<file path="config.mk">
export PLATFORM = sky130hd
export DESIGN_NAME = axis_pkt_fifo_flat
export DESIGN_NICKNAME = d
export VERILOG_FILES = /design/src/rtl/axis_pkt_fifo_pkg.sv /design/src/rtl/axis_pkt_fifo_if.sv /design/src/rtl/axis_pkt_fifo_ram.sv /design/src/rtl/axis_pkt_fifo.sv /design/src/flat_wrapper.sv
export SDC_FILE = /design/constraint.sdc
export NUM_CORES = 1
export LEC_CHECK = 0
export BUFFER_PORTS_ARGS = -buffer_cell sky130_fd_sc_hd__buf_2
export CAP_MARGIN = 15
export CORE_MARGIN = 2
export CORE_UTILIZATION = 55
export CTS_BUF_LIST = sky130_fd_sc_hd__clkbuf_4
export DETAILED_ROUTE_END_ITERATION = 10
export GPL_TIMING_DRIVEN = 0
export PLACE_DENSITY_LB_ADDON = 0.05
export REMOVE_ABC_BUFFERS = 1
export SLEW_MARGIN = 20
export SYNTH_ARGS = -nofsm -noshare
export SYNTH_HDL_FRONTEND = slang
export SYNTH_SLANG_ARGS = --single-unit
</file>
<file path="constraint.sdc">
create_clock -name clk -period 4.6 [get_ports clk]
set_clock_uncertainty 0.15 [all_clocks]
set_input_delay 0 -clock clk [delete_from_list [all_inputs] [get_ports clk]]
set_output_delay 0 -clock clk [all_outputs]
set_load 0.02 [all_outputs]
</file>
<file path="src/rtl/axis_pkt_fifo_pkg.sv">
`default_nettype none
// ============================================================================
//  Module      : axis_pkt_fifo_pkg
//  Description : Shared types for the store-and-forward packet FIFO.
//                wr_state_t tracks whether the write side sits between
//                packets (WR_IDLE) or inside one (WR_PKT).
//  Revision    : 1.0 - initial release
// ============================================================================
package axis_pkt_fifo_pkg;

   typedef enum logic [0:0] {
      WR_IDLE = 1'b0,
      WR_PKT  = 1'b1
   } wr_state_t;

endpackage
`default_nettype wire

</file>
<file path="src/rtl/axis_pkt_fifo_if.sv">
`default_nettype none
// ============================================================================
//  Module      : axis_pkt_fifo_if
//  Description : Packet stream bundle. Used for both sides of the FIFO:
//                the input side is a slave, the output side a master.
//  Signals     : data   - beat (payload + keep packed)
//                last   - last beat of packet
//                header - header word, meaningful with last (input side)
//                drop   - discard packet, meaningful with last (input side)
//                valid  - beat valid
//                ready  - sink accepts
//  Revision    : 1.0 - initial release
// ============================================================================
interface axis_pkt_fifo_if #(
   parameter int DATA_WIDTH = 36
) ();
   logic [DATA_WIDTH-1:0] data;
   logic                  last;
   logic [DATA_WIDTH-1:0] header;
   logic                  drop;
   logic                  valid;
   logic                  ready;

   modport master (output data, last, header, drop, valid, input ready);
   modport slave  (input data, last, header, drop, valid, output ready);
endinterface
`default_nettype wire

</file>
<file path="src/rtl/axis_pkt_fifo_ram.sv">
`default_nettype none
// ============================================================================
//  Module      : axis_pkt_fifo_ram
//  Description : DEPTH x WIDTH storage, synchronous write, synchronous read.
//                Port A carries payload beats. Port B lets a packet's header
//                land in its reserved slot in the same cycle as the packet's
//                last payload beat, so back-to-back packets keep full rate.
//                The two ports never target the same slot in one cycle.
//  Ports       : clk, rst (async, active-low, clears read register only)
//                wa_en/wa_addr/wa_data - payload write
//                wb_en/wb_addr/wb_data - header write
//                rd_en/rd_addr/rd_data - registered read
//  Revision    : 1.0 - initial release
// ============================================================================
module axis_pkt_fifo_ram #(
   parameter int WIDTH = 37,
   parameter int DEPTH = 16,
   parameter int AW    = $clog2(DEPTH)
) (
   input  logic             clk,
   input  logic             rst,
   input  logic             wa_en,
   input  logic [AW-1:0]    wa_addr,
   input  logic [WIDTH-1:0] wa_data,
   input  logic             wb_en,
   input  logic [AW-1:0]    wb_addr,
   input  logic [WIDTH-1:0] wb_data,
   input  logic             rd_en,
   input  logic [AW-1:0]    rd_addr,
   output logic [WIDTH-1:0] rd_data
);
   logic [WIDTH-1:0] r_mem [DEPTH];

   always_ff @(posedge clk) begin
      if (wa_en) r_mem[wa_addr] <= wa_data;
      if (wb_en) r_mem[wb_addr] <= wb_data;
   end

   always_ff @(posedge clk or negedge rst) begin
      if (!rst)       rd_data <= '0;
      else if (rd_en) rd_data <= r_mem[rd_addr];
   end
endmodule
`default_nettype wire

</file>
<file path="src/rtl/axis_pkt_fifo.sv">
`default_nettype none
// ============================================================================
//  Module      : axis_pkt_fifo
//  Description : Store-and-forward packet FIFO. A packet is visible at the
//                output only once its last beat is accepted; drop on the
//                last beat discards it. Optionally a header word, sampled
//                with the last beat, is emitted ahead of the payload.
//  Ports       : clk - clock (rising edge)
//                rst - asynchronous active-low reset
//                s   - input stream (slave): data/last/header/drop/valid/ready
//                m   - output stream (master): data/last/valid/ready
//                      (header/drop tied low on the output side)
//  Revision    : 1.0 - initial release
// ============================================================================
module axis_pkt_fifo
   import axis_pkt_fifo_pkg::*;
#(
   parameter int DATA_WIDTH     = 36,
   parameter int DEPTH          = 16,
   parameter int RDY_BEFORE_VLD = 0,
   parameter int MAX_PKT_BEATS  = 4,
   parameter int INSERT_HEADER  = 0
) (
   input  logic           clk,
   input  logic           rst,
   axis_pkt_fifo_if.slave  s,
   axis_pkt_fifo_if.master m
);
   localparam int c_aw = $clog2(DEPTH);
   localparam int c_pw = c_aw + 1;
   localparam int c_rw = DATA_WIDTH + 1;
   localparam logic [c_pw-1:0] c_depth = c_pw'(DEPTH);
   localparam logic [c_pw-1:0] c_hdr   = c_pw'(INSERT_HEADER);
   localparam logic [c_pw-1:0] c_one   = c_pw'(1);
   // Space demanded before a packet may start: a whole bounded packet plus
   // its header slot, or just one beat (+header) when bounding is off.
   localparam logic [c_pw-1:0] c_start_need =
      c_pw'(((MAX_PKT_BEATS > 0) ? MAX_PKT_BEATS : 1) + INSERT_HEADER);

   wr_state_t       r_state, w_state_nxt;
   logic [c_pw-1:0] r_wr_ptr, r_cmt_ptr, r_rd_ptr;
   logic            r_alive;
   logic [c_pw-1:0] w_wr_addr, w_used, w_free, w_rd_addr;
   logic            w_s_ready, w_s_xfer, w_commit;
   logic            w_rd_en, w_rd_adv;
   logic [c_rw-1:0] w_ram_q;

   // Free space is measured from the read pointer, so an open (uncommitted)
   // packet already counts against it.
   assign w_used   = r_wr_ptr - r_rd_ptr;
   assign w_free   = c_depth - w_used;
   assign w_s_xfer = s.valid & w_s_ready;
   assign w_commit = w_s_xfer & s.last & ~s.drop;
   assign s.ready  = w_s_ready;
   assign m.header = '0;
   assign m.drop   = 1'b0;

   always_ff @(posedge clk or negedge rst) begin
      if (!rst) r_state <= WR_IDLE;
      else      r_state <= w_state_nxt;
   end

   always_comb begin
      w_state_nxt = r_state;
      w_s_ready   = 1'b0;
      w_wr_addr   = r_wr_ptr;
      case (r_state)
         WR_IDLE: begin
            // Between packets wr_ptr equals cmt_ptr; skip the header slot.
            w_wr_addr = r_cmt_ptr + c_hdr;
            w_s_ready = r_alive && (w_free >= c_start_need);
            if (s.valid && w_s_ready && !s.last) w_state_nxt = WR_PKT;
         end
         WR_PKT: begin
            // Space for a bounded packet was reserved at its start, so this
            // can only fall for packets longer than MAX_PKT_BEATS.
            w_s_ready = (w_free != '0);
            if (s.valid && w_s_ready && s.last) w_state_nxt = WR_IDLE;
         end
         default: w_state_nxt = WR_IDLE;
      endcase
   end

   always_ff @(posedge clk or negedge rst) begin
      if (!rst) begin
         r_wr_ptr  <= '0;
         r_cmt_ptr <= '0;
         r_rd_ptr  <= '0;
         r_alive   <= 1'b0;
      end else begin
         r_alive <= 1'b1;
         if (w_s_xfer) begin
            if (s.last && s.drop) r_wr_ptr <= r_cmt_ptr;
            else                  r_wr_ptr <= w_wr_addr + c_one;
            if (w_commit)         r_cmt_ptr <= w_wr_addr + c_one;
         end
         if (w_rd_adv) r_rd_ptr <= r_rd_ptr + c_one;
      end
   end

   axis_pkt_fifo_ram #(
      .WIDTH (c_rw),
      .DEPTH (DEPTH),
      .AW    (c_aw)
   ) u_ram (
      .clk     (clk),
      .rst     (rst),
      .wa_en   (w_s_xfer),
      .wa_addr (w_wr_addr[c_aw-1:0]),
      .wa_data ({s.last, s.data}),
      .wb_en   (w_commit & (INSERT_HEADER != 0)),
      .wb_addr (r_cmt_ptr[c_aw-1:0]),
      .wb_data ({1'b0, s.header}),
      .rd_en   (w_rd_en),
      .rd_addr (w_rd_addr[c_aw-1:0]),
      .rd_data (w_ram_q)
   );

   if (RDY_BEFORE_VLD != 0) begin : g_rbv
      logic [c_pw-1:0] r_cmt_d;
      logic            w_avail;

      // The RAM re-reads the head slot every cycle. A slot written on the
      // commit edge is only read back one edge later, hence the delayed
      // commit pointer.
      always_ff @(posedge clk or negedge rst) begin
         if (!rst) r_cmt_d <= '0;
         else      r_cmt_d <= r_cmt_ptr;
      end

      assign w_avail   = (r_rd_ptr != r_cmt_d);
      assign w_rd_adv  = w_avail & m.ready;
      assign w_rd_en   = 1'b1;
      assign w_rd_addr = r_rd_ptr + {{c_aw{1'b0}}, w_rd_adv};
      assign m.valid   = w_rd_adv;
      assign m.data    = w_ram_q[DATA_WIDTH-1:0];
      assign m.last    = w_ram_q[DATA_WIDTH];
   end else begin : g_fwft
      logic            r_rv, r_ov;
      logic [c_rw-1:0] r_oq;
      logic            w_avail, w_out_ld;

      // Two-stage pipe: RAM read register (r_rv) feeding the output
      // register (r_ov). A read is issued whenever the RAM stage is empty
      // or drains this cycle, so one beat per cycle flows when unblocked.
      assign w_avail   = (r_rd_ptr != r_cmt_ptr);
      assign w_out_ld  = r_rv & (~r_ov | m.ready);
      assign w_rd_en   = w_avail & (~r_rv | w_out_ld);
      assign w_rd_adv  = w_rd_en;
      assign w_rd_addr = r_rd_ptr;

      always_ff @(posedge clk or negedge rst) begin
         if (!rst) begin
            r_rv <= 1'b0;
            r_ov <= 1'b0;
            r_oq <= '0;
         end else begin
            if (w_rd_en)       r_rv <= 1'b1;
            else if (w_out_ld) r_rv <= 1'b0;
            if (w_out_ld) begin
               r_ov <= 1'b1;
               r_oq <= w_ram_q;
            end else if (m.ready) begin
               r_ov <= 1'b0;
            end
         end
      end

      assign m.valid = r_ov;
      assign m.data  = r_oq[DATA_WIDTH-1:0];
      assign m.last  = r_oq[DATA_WIDTH];
   end
endmodule
`default_nettype wire

</file>
<file path="src/flat_wrapper.sv">
// flat-port wrapper written by rule: the top's interface ports become plain ports
module axis_pkt_fifo_flat import axis_pkt_fifo_pkg::*;
#(
   parameter int DATA_WIDTH     = 36,
   parameter int DEPTH          = 16,
   parameter int RDY_BEFORE_VLD = 0,
   parameter int MAX_PKT_BEATS  = 4,
   parameter int INSERT_HEADER  = 0
)
  (clk, rst, s_data, s_last, s_header, s_drop, s_valid, s_ready, m_data, m_last, m_header, m_drop, m_valid, m_ready);
  axis_pkt_fifo_if #(.DATA_WIDTH(DATA_WIDTH)) s_i ();
  axis_pkt_fifo_if #(.DATA_WIDTH(DATA_WIDTH)) m_i ();
  input  logic clk;
  input  logic rst;
  input wire logic [$bits(s_i.data)-1:0] s_data;
  input wire logic [$bits(s_i.last)-1:0] s_last;
  input wire logic [$bits(s_i.header)-1:0] s_header;
  input wire logic [$bits(s_i.drop)-1:0] s_drop;
  input wire logic [$bits(s_i.valid)-1:0] s_valid;
  output wire logic [$bits(s_i.ready)-1:0] s_ready;
  output wire logic [$bits(m_i.data)-1:0] m_data;
  output wire logic [$bits(m_i.last)-1:0] m_last;
  output wire logic [$bits(m_i.header)-1:0] m_header;
  output wire logic [$bits(m_i.drop)-1:0] m_drop;
  output wire logic [$bits(m_i.valid)-1:0] m_valid;
  input wire logic [$bits(m_i.ready)-1:0] m_ready;
  assign s_i.data = s_data;
  assign s_i.last = s_last;
  assign s_i.header = s_header;
  assign s_i.drop = s_drop;
  assign s_i.valid = s_valid;
  assign s_ready = s_i.ready;
  assign m_data = m_i.data;
  assign m_last = m_i.last;
  assign m_header = m_i.header;
  assign m_drop = m_i.drop;
  assign m_valid = m_i.valid;
  assign m_i.ready = m_ready;
  axis_pkt_fifo #(.DATA_WIDTH(DATA_WIDTH), .DEPTH(DEPTH), .RDY_BEFORE_VLD(RDY_BEFORE_VLD), .MAX_PKT_BEATS(MAX_PKT_BEATS), .INSERT_HEADER(INSERT_HEADER)) u_core (.clk(clk), .rst(rst), .s(s_i), .m(m_i));
endmodule
</file>
== Word-level counts from Yosys, hierarchy flattened ==
Memories as Yosys holds them, arrays and structs flattened. A register that Yosys moved wholly into a read port is not among the register bits.
Cells that the tools add are included.

* Flip-flop bits (word level): 56
* Bits in writable memories: 592
* Input port bits: 78
* Word-level logic and storage cells: 50
* Memories kept: 1

* Add/sub/neg operators: 4
* Order comparisons: 1
* Eq/ne operators: 1
* Multiplexer cells: 12
* Bitwise logic cells: 11
* Reductions and logical operators: 12

{| class="wikitable"
|+ Memory list
! name !! depth !! width !! rd ports !! clocked after memory_dff !! wr ports !! RTL line !! text
|-
| u_core.u_ram.r_mem || 16 || 37 || 1 || 1 || 1 || axis_pkt_fifo_ram.sv:32 || <nowiki>logic [WIDTH-1:0] r_mem [DEPTH];</nowiki>
|}

{| class="wikitable"
|+ Operators with widths
! kind !! number
|-
| adder 5 x 1 -> 5 bit, second input constant || 2
|-
| two-way mux 5 bit || 2
|-
| two-way mux 1 bit || 8
|-
| logical AND 1 bit || 6
|-
| bitwise AND 1 bit || 5
|-
| greater-or-equal comparator 5 x 3 -> 1 bit, second input constant || 1
|-
| != test 5 bit || 1
|-
| nonzero test 5 bit || 1
|-
| subtractor 5 bit || 1
|-
| subtractor 5 bit, first input constant || 1
|-
| NOT 1 bit || 4
|-
| case mux 1 bit (2 select lines) || 2
|-
| nonzero test 2 bit || 2
|-
| logical NOT 1 bit || 2
|-
| bitwise OR 1 bit || 2
|-
| AND reduction 2 bit || 1
|}

== Depth between registers and ports, before layout ==
* Word-level depth: 9
* Depth in mapped cells: 15

== Cells and area by module ==
From an unflattened synthesis, not the netlist that was laid out.

* Cell total of the unflattened synthesis: 1989
* Area, all modules: 33925.0 µm²

{| class="wikitable"
|+ Modules (own cells, without submodules)
! module !! times used !! cells an instance !! area each (µm²)
|-
| axis_pkt_fifo_ram || 1 || 1756 || 31003.5
|-
| axis_pkt_fifo || 1 || 233 || 2921.6
|}

== Least setup slack after synthesis ==
OpenSTA, ideal clock, no wires.

* Path kind: register -> register
* Start: register u_core.r_rd_ptr[0]
* End: memory u_core.u_ram.r_mem[12][0], enable pin
* Setup time: 0.431 ns
* Arrival: 4.290 ns
* Slack: -0.272 ns
* Stages on the path, launching flop included: 16
* Path buffers: 3
* Period minus slack after synthesis: 4.872 ns
* Path through: dfrtp_1 buf_2 buf_6 buf_6 inv_1 ha_1 inv_1 ha_1 inv_1 fa_1 xor2_1 and2_0 o21ai_2 a22o_1 o21ai_1 nor2_1

* Word-level cells in the longest chain between the ends: 8
* Elaborated cells between the ends (all ways): 9

{| class="wikitable"
|+ RTL lines
! item !! RTL line !! text
|-
| from (decl) || axis_pkt_fifo.sv:41 || <nowiki>logic [c_pw-1:0] r_wr_ptr, r_cmt_ptr, r_rd_ptr;</nowiki>
|-
| from (signal assigned) || axis_pkt_fifo.sv:97 || <nowiki>if (w_rd_adv) r_rd_ptr <= r_rd_ptr + c_one;</nowiki>
|-
| subtractor 5 bit (*) || axis_pkt_fifo.sv:50 || <nowiki>assign w_used = r_wr_ptr - r_rd_ptr;</nowiki>
|-
| subtractor 5 bit (*) || axis_pkt_fifo.sv:51 || <nowiki>assign w_free = c_depth - w_used;</nowiki>
|-
| greater-or-equal comparator 5 x 3 -> 1 bit || axis_pkt_fifo.sv:71 || <nowiki>w_s_ready = r_alive && (w_free >= c_start_need);</nowiki>
|-
| logical AND 1 bit || axis_pkt_fifo.sv:71 ||
|-
| case mux 1 bit (2 select lines) (*) || axis_pkt_fifo.sv:67 || <nowiki>case (r_state)</nowiki>
|-
| net s_ready || flat_wrapper.sv:20 || <nowiki>output wire logic [$bits(s_i.ready)-1:0] s_ready;</nowiki>
|-
| bitwise AND 1 bit (*) || axis_pkt_fifo.sv:52 || <nowiki>assign w_s_xfer = s.valid & w_s_ready;</nowiki>
|-
| two-way mux 1 bit (*) || axis_pkt_fifo_ram.sv:35 || <nowiki>if (wa_en) r_mem[wa_addr] <= wa_data;</nowiki>
|-
| two-way mux 1 bit (not written as such) (*) || axis_pkt_fifo_ram.sv:35 ||
|-
| to (decl) || axis_pkt_fifo_ram.sv:32 ||
|}

Mark *: on every way through the listed nets, which the timed path passes. The rest lies on a longest branch.

== Worst setup path in the final report ==
* Start: register u_core.r_rd_ptr[0]
* End: memory u_core.u_ram.r_mem[5][32], enable pin

* Word-level cells in the longest chain between the ends: 8
* Elaborated cells between the ends (all ways): 9

{| class="wikitable"
|+ RTL lines
! item !! RTL line
|-
| subtractor 5 bit (*) || axis_pkt_fifo.sv:50
|-
| subtractor 5 bit (*) || axis_pkt_fifo.sv:51
|-
| greater-or-equal comparator 5 x 3 -> 1 bit || axis_pkt_fifo.sv:71
|-
| logical AND 1 bit || axis_pkt_fifo.sv:71
|-
| case mux 1 bit (2 select lines) (*) || axis_pkt_fifo.sv:67
|-
| bitwise AND 1 bit (*) || axis_pkt_fifo.sv:52
|-
| two-way mux 1 bit (*) || axis_pkt_fifo_ram.sv:35
|-
| two-way mux 1 bit (not written as such) (*) || axis_pkt_fifo_ram.sv:35
|}

Every way passes the cells marked *; elsewhere a longest branch is shown, timed or not.

==> flow_summary.yaml <==
run:
  drv_cap: 0
clocking:
  cts-root-buf: "clkbuf_4"
  clockBufferDepth: 3
  clkSinkCount: 685
  cts_resized: 0
  clock_latency_ns: 0.99
  cts_tree: "done"
  htree_levels: 4
  numCtsBuffers: 173
  clkTransAtPathRegs_ns: 0.06
placement:
  post_dp_cell_area_um2: 28780
  hpwl_um: 33710
  place_ws_ns: -0.4220
  dp_cells: 1876
  gp_congestion: 0.7595
  io_buffers: 80
routing:
  viasPerCell: 5.718
  drt-wirelength-per-cell_um: 25.08
  drt_wl_total_um: 58150
  drcViolationCount: 0
  drt_iter0_markers: 1118
  vias: 13260
  drtAntennaViolNets: 0
  drtPass1Iterations: 5
logic_synthesis:
  synth_edf_count: 592
  yosys.cell_types.count: 43
  synth_top_area_cell: "edfxtp_1"
  synth_cells: 1193
  synth_top_cell_area_share_pct: 66.57
  ys_seq_area_share_pct: 75.28
  avgSynthCellArea_um2: 22.39
  ys_seq_elements: 685
  synthFlopType: "edfxtp_1"
  async_flop_share_pct: 13.58
  syn_area_um2: 26710
  synthTopCellsByArea: "edfxtp_1, mux4_2, dfrtp_1"
  yosys_warnings: 0
global_routing:
  grt_pass1_wl_um: 86280
  antenna_found_initial: 3
  grtUsageTotal_pct: 24.29
  grt_pass1_vias: 13790
  grt_overflow: 0
  grt_max_degree: 52
sta:
  setup_viol: 0
  post-route-period-util_pct: 92.60
  setup_tns_ns: 0
  hold_viol_final: 0
  relSlewSlack_pct: 39.91
  rsz0062_at_grt: "false"
  max_freq_mhz: 234.8
  worstMarginPinSlew_ns: 0.8953
  slew_violations: 0
  hold_ws_ns: 0.2036
  fin_crit_ns: 4.260
  setup_ws_ns: 0.3404
layout:
  finalNetCount: 1645
  instances_no_fill: 2319
  utilization_pct: 67.75
  finalInstanceArea_um2: 32410
  syn_to_final_growth_pct: 21.38
  n_fill_cell: 3158
  drive_gt1_share_pct: 43.64
power:
  power.leakage_nw: 11.28
  power_mw: 19.63
  p_per_area_nw_per_um2: 605.5
  vdd_ir_drop_max_mv: 0.3465
worst_setup_path:
  crit_path_max_fanout: 26
  end_kind: "register"
  start_kind: "register"
  required_ns: 5.13
  critPathKind: "reg -> reg"
  arrival_ns: 4.79
floorplanning:
  ios: 154
  dieArea_um2: 50340
  die_w_um: 224.4
  rows: 80
  die_h_um: 224.4
  core-area_um2: 47850
  start_util_pct: 55.82
status:
  status: "completed"
hold_path:
  hold_path.class: "in -> reg"
-- power breakdown --
group	internal (mW)	total, mW	switching, mW
clock	2.92	5.31	2.38
combinational	3.19	6.05	2.86
sequential	7.72	8.27	0.555
total	13.8	19.6	5.80
-- final cells by class --
type                            instances  area [um2]  area share (%)
Clock inverter                         38       231.5          0.7141
Tap cell                              615       769.5           2.374
Clock buffer                          281        2110           6.508
Antenna cell                            6       15.01         0.04632
Inverter                               13       48.80          0.1505
Sequential cell                       685       20120           62.07
Timing Repair Buffer                  246        2889           8.913
Multi-Input combinational cell        435        6232           19.23
-- final timing paths --
path                                             end  slack, ns  depth (start not counted)              startpoint
max reg2reg                u_core.u_ram.r_mem[5][32]       0.34                         17      u_core.r_rd_ptr[0]
max                        u_core.u_ram.r_mem[5][32]       0.34                         17      u_core.r_rd_ptr[0]
min                              u_core.r_cmt_ptr[4]       0.20                          7                 s_valid
min reg2reg                   u_core.g_fwft.r_oq[14]       0.35                          1  u_core.g_fwft.r_oq[14]
min in group asynchronous         u_core.r_wr_ptr[0]       0.47                          5                     rst
max in group asynchronous         u_core.r_rd_ptr[0]       3.16                          6                     rst
-- timing repair --
item	4_1_cts	5_1_grt
cloned	0	0
hold buffers	86	0
endpoints found under the hold margin	1356	0
buffers inserted	25	7
pin swaps	15	1
setup endpoints to repair	351	296
-- flip-flops by register name, indices dropped and copies added (netlist names) --
| signal | cells |
|---|---|
| u_core.g_fwft.r_oq | 37 |
| u_core.r_cmt_ptr | 5 |
| u_core.r_wr_ptr | 5 |
| u_core.u_ram.r_mem | 592 |
| u_core.r_rd_ptr | 5 |
| u_core.u_ram.rd_data | 37 |
| u_core.r_state | 1 |
| u_core.g_fwft.r_rv | 1 |
| u_core.r_alive | 1 |
| u_core.m.valid | 1 |
-- logic make-up after synthesis --
kind of cell	count (synthesis)	share of synthesized area, %
AO/OA/AOI/OAI	31	0.8152
XOR/XNOR	14	0.5107
adder cells (fa/ha/maj)	13	0.6372
buffers and inverters	109	2.394
flip-flops	685	75.28
multiplexers	268	19.08
other	2	0.02812
AND/OR/NAND/NOR	71	1.256
-- cells in the mapped netlist (all sizes together), types with 2 or more instances --
master,instances
edfxtp,592
mux4,185
dfrtp,93
mux2,78
buf,65
clkbuf,31
nor2,22
nand2,21
inv,13
ha,12
o21ai,12
a21oi,9
xnor2,8
nor3,6
mux2i,5
xor2,5
and2,4
and3,3
nand2b,3
nand3,3
nor2b,3
a32o,2
a32oi,2
conb,2
nand3b,2
o221ai,2
-- layer usage --
metal	share of wire (%)	track usage [%]	up-vias
met5	0.022	0	-
met2	51	39.41	442
met4	1.5	7.776	2
met3	5.6	6.492	70
li1	-	-	5735
met1	42	32.60	7010
-- cells in the final DEF (no fill, tap or decap), types with 6 or more instances in the layout --
cell type / instances
clkbuf_4: 281
a21oi_1: 9
ha_1: 12
o21ai_0: 8
nor2_4: 16
inv_2: 7
buf_2: 79
inv_1: 13
mux2_2: 75
dlygate4sd3_1: 85
xnor2_1: 8
dfrtp_1: 89
edfxtp_1: 592
buf_16: 33
conb_1: 38
diode_2: 6
nor3_1: 6
buf_4: 19
nand2_1: 20
buf_12: 29
clkinv_1: 25
mux4_2: 185
nor2_1: 6
-- critical path: stages, from the launching register on --
cell and delay, ns:
dfrtp_4 0.46, buf_12 0.21, buf_12 0.25, inv_1 0.07, ha_1 0.20, inv_1 0.06
ha_1 0.16, inv_1 0.06, fa_1 0.43, xor2_1 0.15, and2_0 0.19, o21ai_2 0.15
a22o_1 0.29, nand2_1 0.30, nor2_4 0.24, buf_16 0.18, buf_16 0.17, buf_16 0.17
Power figures use the tool's default switching activity.
